===== config.mk =====
export PLATFORM = sky130hd
export DESIGN_NAME = mic_level_scheduler
export DESIGN_NICKNAME = d
export VERILOG_FILES = /design/src/rtl/mic_level_scheduler.sv
export SDC_FILE = /design/constraint.sdc
export NUM_CORES = 1
export LEC_CHECK = 0
export ABC_AREA = 1
export BUFFER_PORTS_ARGS = -buffer_cell sky130_fd_sc_hd__buf_2
export CAP_MARGIN = 20
export CORE_MARGIN = 8
export CORE_UTILIZATION = 40
export DETAILED_ROUTE_END_ITERATION = 10
export PLACE_DENSITY = 0.67
export SETUP_SLACK_MARGIN = 0.4
export SYNTH_ARGS = -nofsm -noshare
export SYNTH_HDL_FRONTEND = slang
export SYNTH_SLANG_ARGS = --single-unit

===== constraint.sdc =====
create_clock -name clk -period 3.2 [get_ports clk]
set_input_delay 0.64 -clock clk [delete_from_list [all_inputs] [get_ports clk]]
set_output_delay 0.64 -clock clk [all_outputs]
set_load 0.01 [all_outputs]

===== src/rtl/mic_level_scheduler.sv =====
// rtl/mic_level_scheduler.sv - per-frame mic level: windowed peak with hold/decay, or raw sample
// Output changes only on frame_begin so the OLED renderer never sees a mid-frame change.
module mic_level_scheduler #(
  parameter int WINDOW      = 2000,
  parameter int HOLD_FRAMES = 8,
  parameter int DECAY_STEP  = 64
) (
  input  logic        clk,
  input  logic        reset,
  input  logic        sample_en,
  input  logic [11:0] mic_data,
  input  logic        frame_begin,
  input  logic        bar_mode,
  input  logic        freeze,
  output logic [11:0] disp_data,
  output logic        disp_update,
  output logic        peak_flag
);

  localparam int CW = (WINDOW > 2) ? $clog2(WINDOW) : 1;
  localparam int HW = $clog2(HOLD_FRAMES + 1);
  localparam logic [CW-1:0] CNT_LAST  = CW'(WINDOW - 1);
  localparam logic [HW-1:0] HOLD_INIT = HW'(HOLD_FRAMES);
  localparam logic [11:0]   STEP      = 12'(DECAY_STEP);

  typedef enum logic [1:0] {HOLD, DECAY, FROZEN} state_t;

  state_t        state;
  state_t        saved_state;
  logic [11:0]   acc;
  logic [CW-1:0] cnt;
  logic [11:0]   held;
  logic [HW-1:0] hold_cnt;
  logic [11:0]   last_sample;

  logic          win_done;
  logic [11:0]   win_peak;

  assign win_peak  = (mic_data > acc) ? mic_data : acc;
  assign win_done  = sample_en && (cnt == CNT_LAST);
  assign peak_flag = (state == HOLD);

  always_ff @(posedge clk) begin
    if (reset) begin
      state       <= DECAY;
      saved_state <= DECAY;
      acc         <= '0;
      cnt         <= '0;
      held        <= '0;
      hold_cnt    <= '0;
      last_sample <= '0;
      disp_data   <= '0;
      disp_update <= 1'b0;
    end else begin
      disp_update <= 1'b0;

      // The window keeps running while frozen; only its result is discarded.
      if (sample_en) begin
        last_sample <= mic_data;
        if (win_done) begin
          acc <= '0;
          cnt <= '0;
        end else begin
          acc <= win_peak;
          cnt <= cnt + 1'b1;
        end
      end

      if (frame_begin && state != FROZEN && !freeze) begin
        disp_data   <= bar_mode ? held : last_sample;
        disp_update <= 1'b1;
      end

      case (state)
        FROZEN: begin
          if (!freeze) state <= saved_state;
        end
        default: begin
          if (freeze) begin
            saved_state <= state;
            state       <= FROZEN;
          end else if (win_done && win_peak >= held) begin
            held     <= win_peak;
            hold_cnt <= HOLD_INIT;
            state    <= HOLD;
          end else if (frame_begin) begin
            if (state == HOLD) begin
              hold_cnt <= hold_cnt - 1'b1;
              if (hold_cnt == HW'(1)) state <= DECAY;
            end else begin
              held <= (held > STEP) ? held - STEP : 12'd0;
            end
          end
        end
      endcase
    end
  end

endmodule

==> results of run 1 <==
critical path, stage by stage (launching register included):
cell and delay [ns]:
sky130_fd_sc_hd__dfxtp_2 0.33, sky130_fd_sc_hd__inv_2 0.08, sky130_fd_sc_hd__ha_4 0.20, sky130_fd_sc_hd__a21oi_2 0.11, sky130_fd_sc_hd__nor2_1 0.06, sky130_fd_sc_hd__nor2_2 0.15, sky130_fd_sc_hd__nand3_2 0.14, sky130_fd_sc_hd__nand2_4 0.11
sky130_fd_sc_hd__buf_12 0.12, sky130_fd_sc_hd__buf_6 0.10, sky130_fd_sc_hd__nand2_4 0.04, sky130_fd_sc_hd__and2_4 0.14, sky130_fd_sc_hd__ha_4 0.27, sky130_fd_sc_hd__nand2_4 0.04, sky130_fd_sc_hd__nor2_4 0.11, sky130_fd_sc_hd__inv_2 0.04
sky130_fd_sc_hd__nor2_2 0.10, sky130_fd_sc_hd__nand2_2 0.10, sky130_fd_sc_hd__nand2_4 0.09, sky130_fd_sc_hd__nand2_4 0.06, sky130_fd_sc_hd__buf_6 0.13, sky130_fd_sc_hd__nand2_4 0.07, sky130_fd_sc_hd__nand3_4 0.13, sky130_fd_sc_hd__nand2_2 0.09
sky130_fd_sc_hd__a21oi_1 0.07
path summary, 6_finish.rpt:
path | endpoint | slack, ns | cells past startpoint
max reg2reg | held[3] | 0.17 | 24
max | held[3] | 0.17 | 24
min | last_sample[4] | 0.46 | 2
min reg2reg | last_sample[4] | 0.46 | 2
flip-flops by register name, indices dropped and copies added, names as in the netlist:
register and flops:
acc 12, disp_data 12, last_sample 12, disp_update 1, state 2, saved_state 2
hold_cnt 4, cnt 11, held 12
layout make-up:
cell class                 instances  area, um2  area share, %
clock buffer                      10        138           2.58
timing repair buffer              86        636           11.9
clock inverter                     6       87.6           1.64
inverter                          83        312           5.85
tap                              133        166           3.13
multi-input combinational        396       2610           49.0
sequential                        68       1380           25.8
cell usage in the layout, fill, tap and decap left out, types with 4 or more instances in the layout:
cell type and count:
sky130_fd_sc_hd__clkbuf_8 10, sky130_fd_sc_hd__inv_2 15, sky130_fd_sc_hd__and2_4 6, sky130_fd_sc_hd__nor2_1 44, sky130_fd_sc_hd__nand2_4 8, sky130_fd_sc_hd__ha_1 9, sky130_fd_sc_hd__nand3_2 10, sky130_fd_sc_hd__buf_6 12
sky130_fd_sc_hd__o21ai_0 30, sky130_fd_sc_hd__buf_4 46, sky130_fd_sc_hd__nor3_1 5, sky130_fd_sc_hd__nand2_2 28, sky130_fd_sc_hd__nand2_1 95, sky130_fd_sc_hd__ha_4 20, sky130_fd_sc_hd__nand4_1 4, sky130_fd_sc_hd__xor2_1 5
sky130_fd_sc_hd__nor3_2 5, sky130_fd_sc_hd__dfxtp_2 11, sky130_fd_sc_hd__buf_2 27, sky130_fd_sc_hd__inv_1 68, sky130_fd_sc_hd__dfxtp_1 57, sky130_fd_sc_hd__nand3_1 26, sky130_fd_sc_hd__a21oi_1 68, sky130_fd_sc_hd__a21oi_2 6
cells in the mapped netlist, types with 2 or more instances:
library cell               count  area [um2]
sky130_fd_sc_hd__nor2_2        2        12.5
sky130_fd_sc_hd__nand4_1       4        25.0
sky130_fd_sc_hd__nand2_2       8        50.1
sky130_fd_sc_hd__inv_2         3        11.3
sky130_fd_sc_hd__nor2_4        2        22.5
sky130_fd_sc_hd__o211ai_1      2        15.0
sky130_fd_sc_hd__nand3b_1      2        15.0
sky130_fd_sc_hd__o21ai_0      30         150
sky130_fd_sc_hd__o21ai_1       3        15.0
sky130_fd_sc_hd__or2_1         2        12.5
sky130_fd_sc_hd__ha_1         29         363
sky130_fd_sc_hd__xor2_1        5        43.8
sky130_fd_sc_hd__nand3_1      35         175
sky130_fd_sc_hd__a21oi_2       2        17.5
sky130_fd_sc_hd__buf_2         3        15.0
sky130_fd_sc_hd__xnor2_1       2        17.5
sky130_fd_sc_hd__a211oi_1      2        15.0
sky130_fd_sc_hd__nor2_1       45         169
sky130_fd_sc_hd__inv_1        80         300
sky130_fd_sc_hd__a21oi_1      74         370
sky130_fd_sc_hd__clkbuf_1     14        52.6
sky130_fd_sc_hd__dfxtp_1      68        1360
sky130_fd_sc_hd__and2_1        6        37.5
sky130_fd_sc_hd__nand2_1     123         462
sky130_fd_sc_hd__nand3_2       2        20.0
sky130_fd_sc_hd__nor3_2        4        40.0
sky130_fd_sc_hd__buf_4         2        15.0
sky130_fd_sc_hd__nor3_1        6        30.0
per-stage QoR:
stage,setup WS [ns],TNS (ns),hold slack (ns),total power [mW]
6_report,0.168,0,0.463,2.52
5_1_grt,-0.00151,-0.00151,0.489,2.65
4_1_cts,0.230,0,0.468,2.46
2_1_floorplan,0.230,0,0.435,1.36
3_3_place_gp,-0.238,-3.32,0.450,1.53
3_5_place_dp,-0.278,-4.59,0.456,1.55
layer usage:
metal / vias to the layer above / GRT usage (%) / part of all wire [%]
met1: 1875 / 19.4 / 43
met4: 0 / 9.19 / 3.1
li1: 1987 / - / -
met2: 95 / 30.9 / 51
met3: 33 / 3.10 / 3.2
met5: - / 0 / 0
power breakdown:
part           switching [mW]  internal [mW]  leakage (nW)  total, mW
registers              0.0312          0.895         0.561      0.927
clock network           0.354          0.460         0.116      0.814
logic                   0.416          0.366          1.63      0.782
repair_timing:
action	CTS	global route
setup endpoints to repair	18	19
buffers inserted	14	3
hold buffers	0	0
endpoints found under the hold margin	0	0
pin swaps	30	26
gates cloned	0	0
resized for setup	54	37
kinds of logic (layout without fill, tap and decap cells):
family	count (synthesis)	count (layout)	share of synthesized area, %
compound gates	118	118	16.2
xor+xnor	7	7	1.57
fa+ha+maj	29	29	9.30
buf+inv	103	185	10.4
flops	68	68	34.9
simple gates	242	242	27.6
==> impl_metrics.sql, run 1 <==
INSERT INTO impl_metrics (metric_group, metric, value, unit) VALUES
('timing', 'time_the_worst_path_needs_with_i_o_delays_and_setup', '3.03', 'ns'),
('worst_setup_path', 'startpoint_types', 'flip-flop', ''),
('clock_tree', 'clkSlewWorstSetupHoldPaths', '0.08', 'ns'),
('global_route', 'grt_pass1_wl', '18100', 'um'),
('timing', 'finalHoldViolCount', '0', ''),
('finish', 'area_growth', '36.5', '%'),
('route', 'avgViaCountPerCell', '5.10', ''),
('global_route', 'antenna_found_initial', '0', ''),
('clock_tree', 'clock_root_buffer', 'sky130_fd_sc_hd__clkbuf_8', ''),
('finish', 'finalNetCount', '691', ''),
('floorplanning', 'start_util', '40.5', '%'),
('clock_tree', 'cts_inserted_buffers', '9', ''),
('route', 'avgRoutedWirePerCell', '14.1', 'um'),
('status', 'status', 'finished, final reports clean', ''),
('synthesis', 'number_of_warnings_reported_in_the_yosys_synthesis_log', '0', ''),
('synthesis', 'synth.yosys.seq_area_share', '34.9', '%'),
('min_path', 'hp-start', 'last_sample[4]', ''),
('timing', 'setup_repair_after_global_routing_missed_its_margin', 'true', ''),
('power', 'max-vdd-ir-drop', '0.265', 'mV'),
('synthesis', 'synth_edf_count', '0', ''),
('floorplanning', 'coreArea', '9640', 'um2'),
('timing', 'min_period_over_period', '94.7', '%'),
('global_route', 'gr-usage-all-layers', '17.4', '%'),
('clock_tree', 'total_number_of_clock_tree_sinks', '68', ''),
('run', 'cap_viol_max_count', '0', ''),
('route', 'routed_wl', '11000', 'um'),
('synthesis', 'yosys_register_bits', '68', ''),
('placement', 'buffer_ports.inserted', '31', ''),
('global_route', 'globalRoute.totalOverflow', '0', ''),
('synthesis', 'synth_cell_types', '35', ''),
('worst_setup_path', 'crit_arrival', '3.24', 'ns'),
('worst_setup_path', 'critical_path.endpoint_type', 'flip-flop', ''),
('synthesis', 'synthCells', '567', ''),
('route', 'drt_pre_antenna_iters', '5', ''),
('worst_setup_path', 'critPathKind', 'flip-flop to flip-flop', ''),
('floorplanning', 'floorplan.io_pins', '32', ''),
('synthesis', 'async_flop_share', '0', '%'),
('min_path', 'hold_class', 'flip-flop to flip-flop', ''),
('synthesis', 'syn_avg_cell_area', '6.88', 'um2'),
('clock_tree', 'cts_buffer_depth', '2', ''),
('power', 'p_leak', '2.31', 'nW'),
('worst_setup_path', 'timing.critical_path.fanout_max', '6', ''),
('finish', 'share_of_cells_above_drive_strength_1', '34.2', '%'),
('finish', 'finish.instance_area', '5330', 'um2'),
('synthesis', 'post_synth_instance_area', '3900', 'um2'),
('timing', 'maxSlewViolCount', '0', ''),
('global_route', 'maximum_number_of_pins_on_one_net_before_global_route_repair', '33', ''),
('route', 'initialDrtViolationCount', '181', ''),
('clock_tree', 'cts_tree', 'done', ''),
('timing', 'worstMarginPinSlew', '0.954', 'ns'),
('floorplanning', 'die_width', '115', 'um'),
('clock_tree', 'insertion_delay_to_the_later_sink_of_the_worst_skew_pair', '0.36', 'ns'),
('synthesis', 'most_common_flop_cell_mapped_by_yosys', 'sky130_fd_sc_hd__dfxtp_1', ''),
('worst_setup_path', 'timing.critical_path.from', 'acc[9]', ''),
('worst_setup_path', 'worstReg2RegStart', 'acc[9]', ''),
('timing', 'achievable_clock_frequency', '330', 'MHz'),
('finish', 'final_core_util', '55.2', '%'),
('placement', 'globalplace.congestion', '0.861', ''),
('route', 'total_via_count_in_the_routed_design', '3990', ''),
('floorplanning', 'num_rows', '36', ''),
('finish', 'layout.cells.non_filler', '782', ''),
('timing', 'setup_viol', '0', ''),
('timing', 'finalClockSkew', '0.0109', 'ns'),
('global_route', 'first_global_vias', '3941', ''),
('placement', 'detailed_place.area', '4640', 'um2'),
('clock_tree', 'cts_htree_levels', '3', ''),
('timing', 'slew_headroom', '36.3', '%'),
('floorplanning', 'die-height', '115', 'um'),
('floorplanning', 'die_area', '13200', 'um2'),
('placement', 'place.detailed.hpwl', '7750', 'um'),
('route', 'antenna_left', '0', ''),
('finish', 'antenna_cells', '0', ''),
('route', 'route.detailed.drc', '0', ''),
('worst_setup_path', 'cp.required', '3.41', 'ns'),
('synthesis', 'synthesis.nets', '614', ''),
('finish', 'fillerInstances', '869', ''),
('placement', 'place.detailed.instances', '749', ''),
('power', 'power.density', '474', 'nW/um2');
Power figures use the tool's default switching activity.
==> inputs of run 2 (changes only) <==
CORE_ASPECT_RATIO = 0.75   (was default)
REMOVE_ABC_BUFFERS = 1   (was default)
==> run 2 against run 1 <==
Clock-buffer cell count up 2. Hold slack better by 0.0029 ns. Sequential cell count unchanged. Cell count down 0.90%. Via count up 0.60%. Die area up 0.25%. Clock skew down 0.0045 ns. Setup slack worse by 0.038 ns. Core utilization up 2.5 points. Critical endpoint is now hold_cnt[1].
==> impl_metrics.sql, run 2 (synthesis gave the netlist of run 1 again) <==
INSERT INTO impl_metrics (metric_group, metric, value, unit) VALUES
('status', 'status', 'finished, final reports clean', ''),
('timing', 'setup_repair_after_global_routing_missed_its_margin', 'true', ''),
('global_route', 'gr-usage-all-layers', '17.6', '%'),
('worst_setup_path', 'worstReg2RegStart', 'acc[5]', ''),
('placement', 'buffer_ports.inserted', '31', ''),
('min_path', 'hold_class', 'flip-flop to flip-flop', ''),
('finish', 'antenna_cells', '0', ''),
('route', 'drt_pre_antenna_iters', '5', ''),
('power', 'max-vdd-ir-drop', '0.331', 'mV'),
('timing', 'maxSlewViolCount', '0', ''),
('min_path', 'worstHoldPathCells', '2', ''),
('timing', 'setup_viol', '0', ''),
('worst_setup_path', 'critical_path.endpoint_type', 'flip-flop', ''),
('global_route', 'maximum_number_of_pins_on_one_net_before_global_route_repair', '33', ''),
('finish', 'share_of_cells_above_drive_strength_1', '34.4', '%'),
('worst_setup_path', 'worst_path_max_delay_cell', 'sky130_fd_sc_hd__ha_4', ''),
('worst_setup_path', 'reg2regPathDepth', '21', ''),
('timing', 'achievable_clock_frequency', '326', 'MHz'),
('floorplanning', 'die-height', '102', 'um'),
('clock_tree', 'total_number_of_clock_tree_sinks', '68', ''),
('min_path', 'hp-start', 'acc[10]', ''),
('floorplanning', 'coreArea', '9580', 'um2'),
('route', 'avgViaCountPerCell', '5.18', ''),
('finish', 'fillerInstances', '802', ''),
('finish', 'sequential_cell_area', '1380', 'um2'),
('floorplanning', 'num_rows', '31', ''),
('worst_setup_path', 'crit_arrival', '3.30', 'ns'),
('global_route', 'globalRoute.totalOverflow', '0', ''),
('min_path', 'timing.hold.worst_endpoint', 'acc[10]', ''),
('placement', 'globalplace.congestion', '0.872', ''),
('timing', 'fin_hold_ws', '0.466', 'ns'),
('worst_setup_path', 'critical_path.cell_chain', 'buf_6 > ha_4 > nand4_1 > nor2_1 > nand2_1 > nand3_2 > buf_8 > nand3_4 > and2_4 > ha_4 > nand2_4 > nor2_4 > inv_2 > nor2_4 > nand2_4 > a21oi_4 > clkbuf_16 > or2_1 > nand3_2 > nand2_1 > nor2_1', ''),
('worst_setup_path', 'cp.required', '3.43', 'ns'),
('run', 'cap_viol_max_count', '0', ''),
('global_route', 'first_global_vias', '3791', ''),
('global_route', 'antenna_found_initial', '0', ''),
('route', 'antenna_left', '0', ''),
('placement', 'place.detailed.hpwl', '7790', 'um'),
('clock_tree', 'cts_buffer_depth', '2', ''),
('power', 'finalPower', '2.86', 'mW'),
('timing', 'finalClockSkew', '0.00648', 'ns'),
('timing', 'slew_headroom', '35.9', '%'),
('finish', 'area_growth', '41.9', '%'),
('worst_setup_path', 'crit-reg2reg-capture', 'hold_cnt[1]', ''),
('route', 'avgRoutedWirePerCell', '15.1', 'um'),
('floorplanning', 'start_util', '40.7', '%'),
('clock_tree', 'cts_tree', 'done', ''),
('route', 'total_via_count_in_the_routed_design', '4014', ''),
('clock_tree', 'clkSlewWorstSetupHoldPaths', '0.06', 'ns'),
('floorplanning', 'floorplan.io_pins', '32', ''),
('worst_setup_path', 'worst_path_dominant_cell_family', 'simple AND/OR/NAND/NOR gates', ''),
('worst_setup_path', 'critical-path-max-stage-delay', '0.27', 'ns'),
('worst_setup_path', 'startpoint_types', 'input pin', ''),
('route', 'initialDrtViolationCount', '323', ''),
('timing', 'time_the_worst_path_needs_with_i_o_delays_and_setup', '3.07', 'ns'),
('worst_setup_path', 'timing.critical_path.fanout_max', '8', ''),
('timing', 'min_period_over_period', '95.9', '%'),
('finish', 'mostFrequentLayoutCells', '100 x sky130_fd_sc_hd__nand2_1, 68 x sky130_fd_sc_hd__inv_1, 65 x sky130_fd_sc_hd__a21oi_1', ''),
('worst_setup_path', 'path_buf_inv', '4', ''),
('worst_setup_path', 'timing.reg2reg.setup_slack', '0.14', 'ns'),
('power', 'p_leak', '2.35', 'nW'),
('timing', 'finalHoldViolCount', '0', ''),
('route', 'route.detailed.drc', '0', ''),
('global_route', 'grt_pass1_wl', '18400', 'um'),
('floorplanning', 'die_width', '130', 'um'),
('route', 'routed_wl', '11700', 'um'),
('worst_setup_path', 'critPathKind', 'input pin to flip-flop', ''),
('power', 'power.density', '517', 'nW/um2'),
('clock_tree', 'cts-hold-fix-buffers', '0', ''),
('clock_tree', 'insertion_delay_to_the_later_sink_of_the_worst_skew_pair', '0.34', 'ns'),
('finish', 'multiInputGateArea', '2710', 'um2'),
('finish', 'finalNetCount', '686', ''),
('clock_tree', 'clock_root_buffer', 'sky130_fd_sc_hd__clkbuf_16', ''),
('timing', 'worstMarginPinSlew', '0.961', 'ns'),
('floorplanning', 'die_area', '13200', 'um2'),
('clock_tree', 'cts_htree_levels', '3', ''),
('clock_tree', 'cts_inserted_buffers', '9', ''),
('finish', 'most_frequent_standard_cell_in_the_layout_excluding_fill_and_tap_cells', 'sky130_fd_sc_hd__nand2_1', '');
==> run 2: cell types whose count changed in the layout (fill, tap and decap cells not counted), sizes merged <==
cell / delta
clkinv: -3
buf: -7
nand2: +1
clkbuf: +3
==> run 2: worst max-delay path by stage <==
stage | depth (start not counted) | end | from
after floorplan | 23 | held[10] | mic_data[11]
after global placement | 22 | held[7] | mic_data[11]
after detailed placement | 23 | held[11] | mic_data[9]
after CTS | 23 | held[8] | mic_data[11]
after global routing | 24 | hold_cnt[1] | mic_data[3]
final | 21 | hold_cnt[1] | mic_data[5]
==> run 2: repair_timing <==
action                                  in CTS  in global routing
buffers inserted                             7                  2
endpoints found under the setup margin      18                 18
pin swaps                                   23                 30
resized for setup                           94                 52
gates cloned                                 1                  1
==> run 2: per-stage QoR <==
step | instance area, um2 | setup slack (ns) | cells | util, % | TNS (ns)
finish | 5540 | 0.130 | 775 | 57.8 | 0
global route | 5540 | -0.00117 | 775 | 57.8 | -0.00117
global placement | 4430 | -0.276 | 749 | 46.3 | -4.09
detailed placement | 4430 | -0.388 | 749 | 46.3 | -5.67
floorplan | 3810 | -0.267 | 547 | - | -3.82
CTS | 5290 | 0.282 | 772 | 55.2 | 0
==> run 2: tightest hold or removal path, cell delays in order (launching register included) <==
cell                      delay, ns
sky130_fd_sc_hd__dfxtp_2       0.32
sky130_fd_sc_hd__nand2_1       0.05
sky130_fd_sc_hd__a21oi_1       0.05
==> run 2: power by group <==
group	switching, mW	total, mW	internal, mW
registers	0.0320	0.929	0.897
clock network	0.369	1.11	0.743
logic	0.452	0.822	0.369
==> run 2: cell type report <==
type                       count  share of cell area [%]
multi-input combinational    397                    49.0
sequential                    68                    24.8
timing repair buffer          80                    11.5
inverter                      83                    5.63
clock buffer                  12                    4.81
tap                          132                    2.98
clock inverter                 3                    1.24
==> run 2: per-layer routing <==
metal  up-vias  GRT usage (%)  share of wire [%]  wire [um]
met2       145           27.4                 45       5260
met4         0           5.34                1.3        148
li1       1977              -                  -          -
met1      1879           23.9                 47       5500
met5         -              0                  0          0
met3        13           3.79                6.8        800
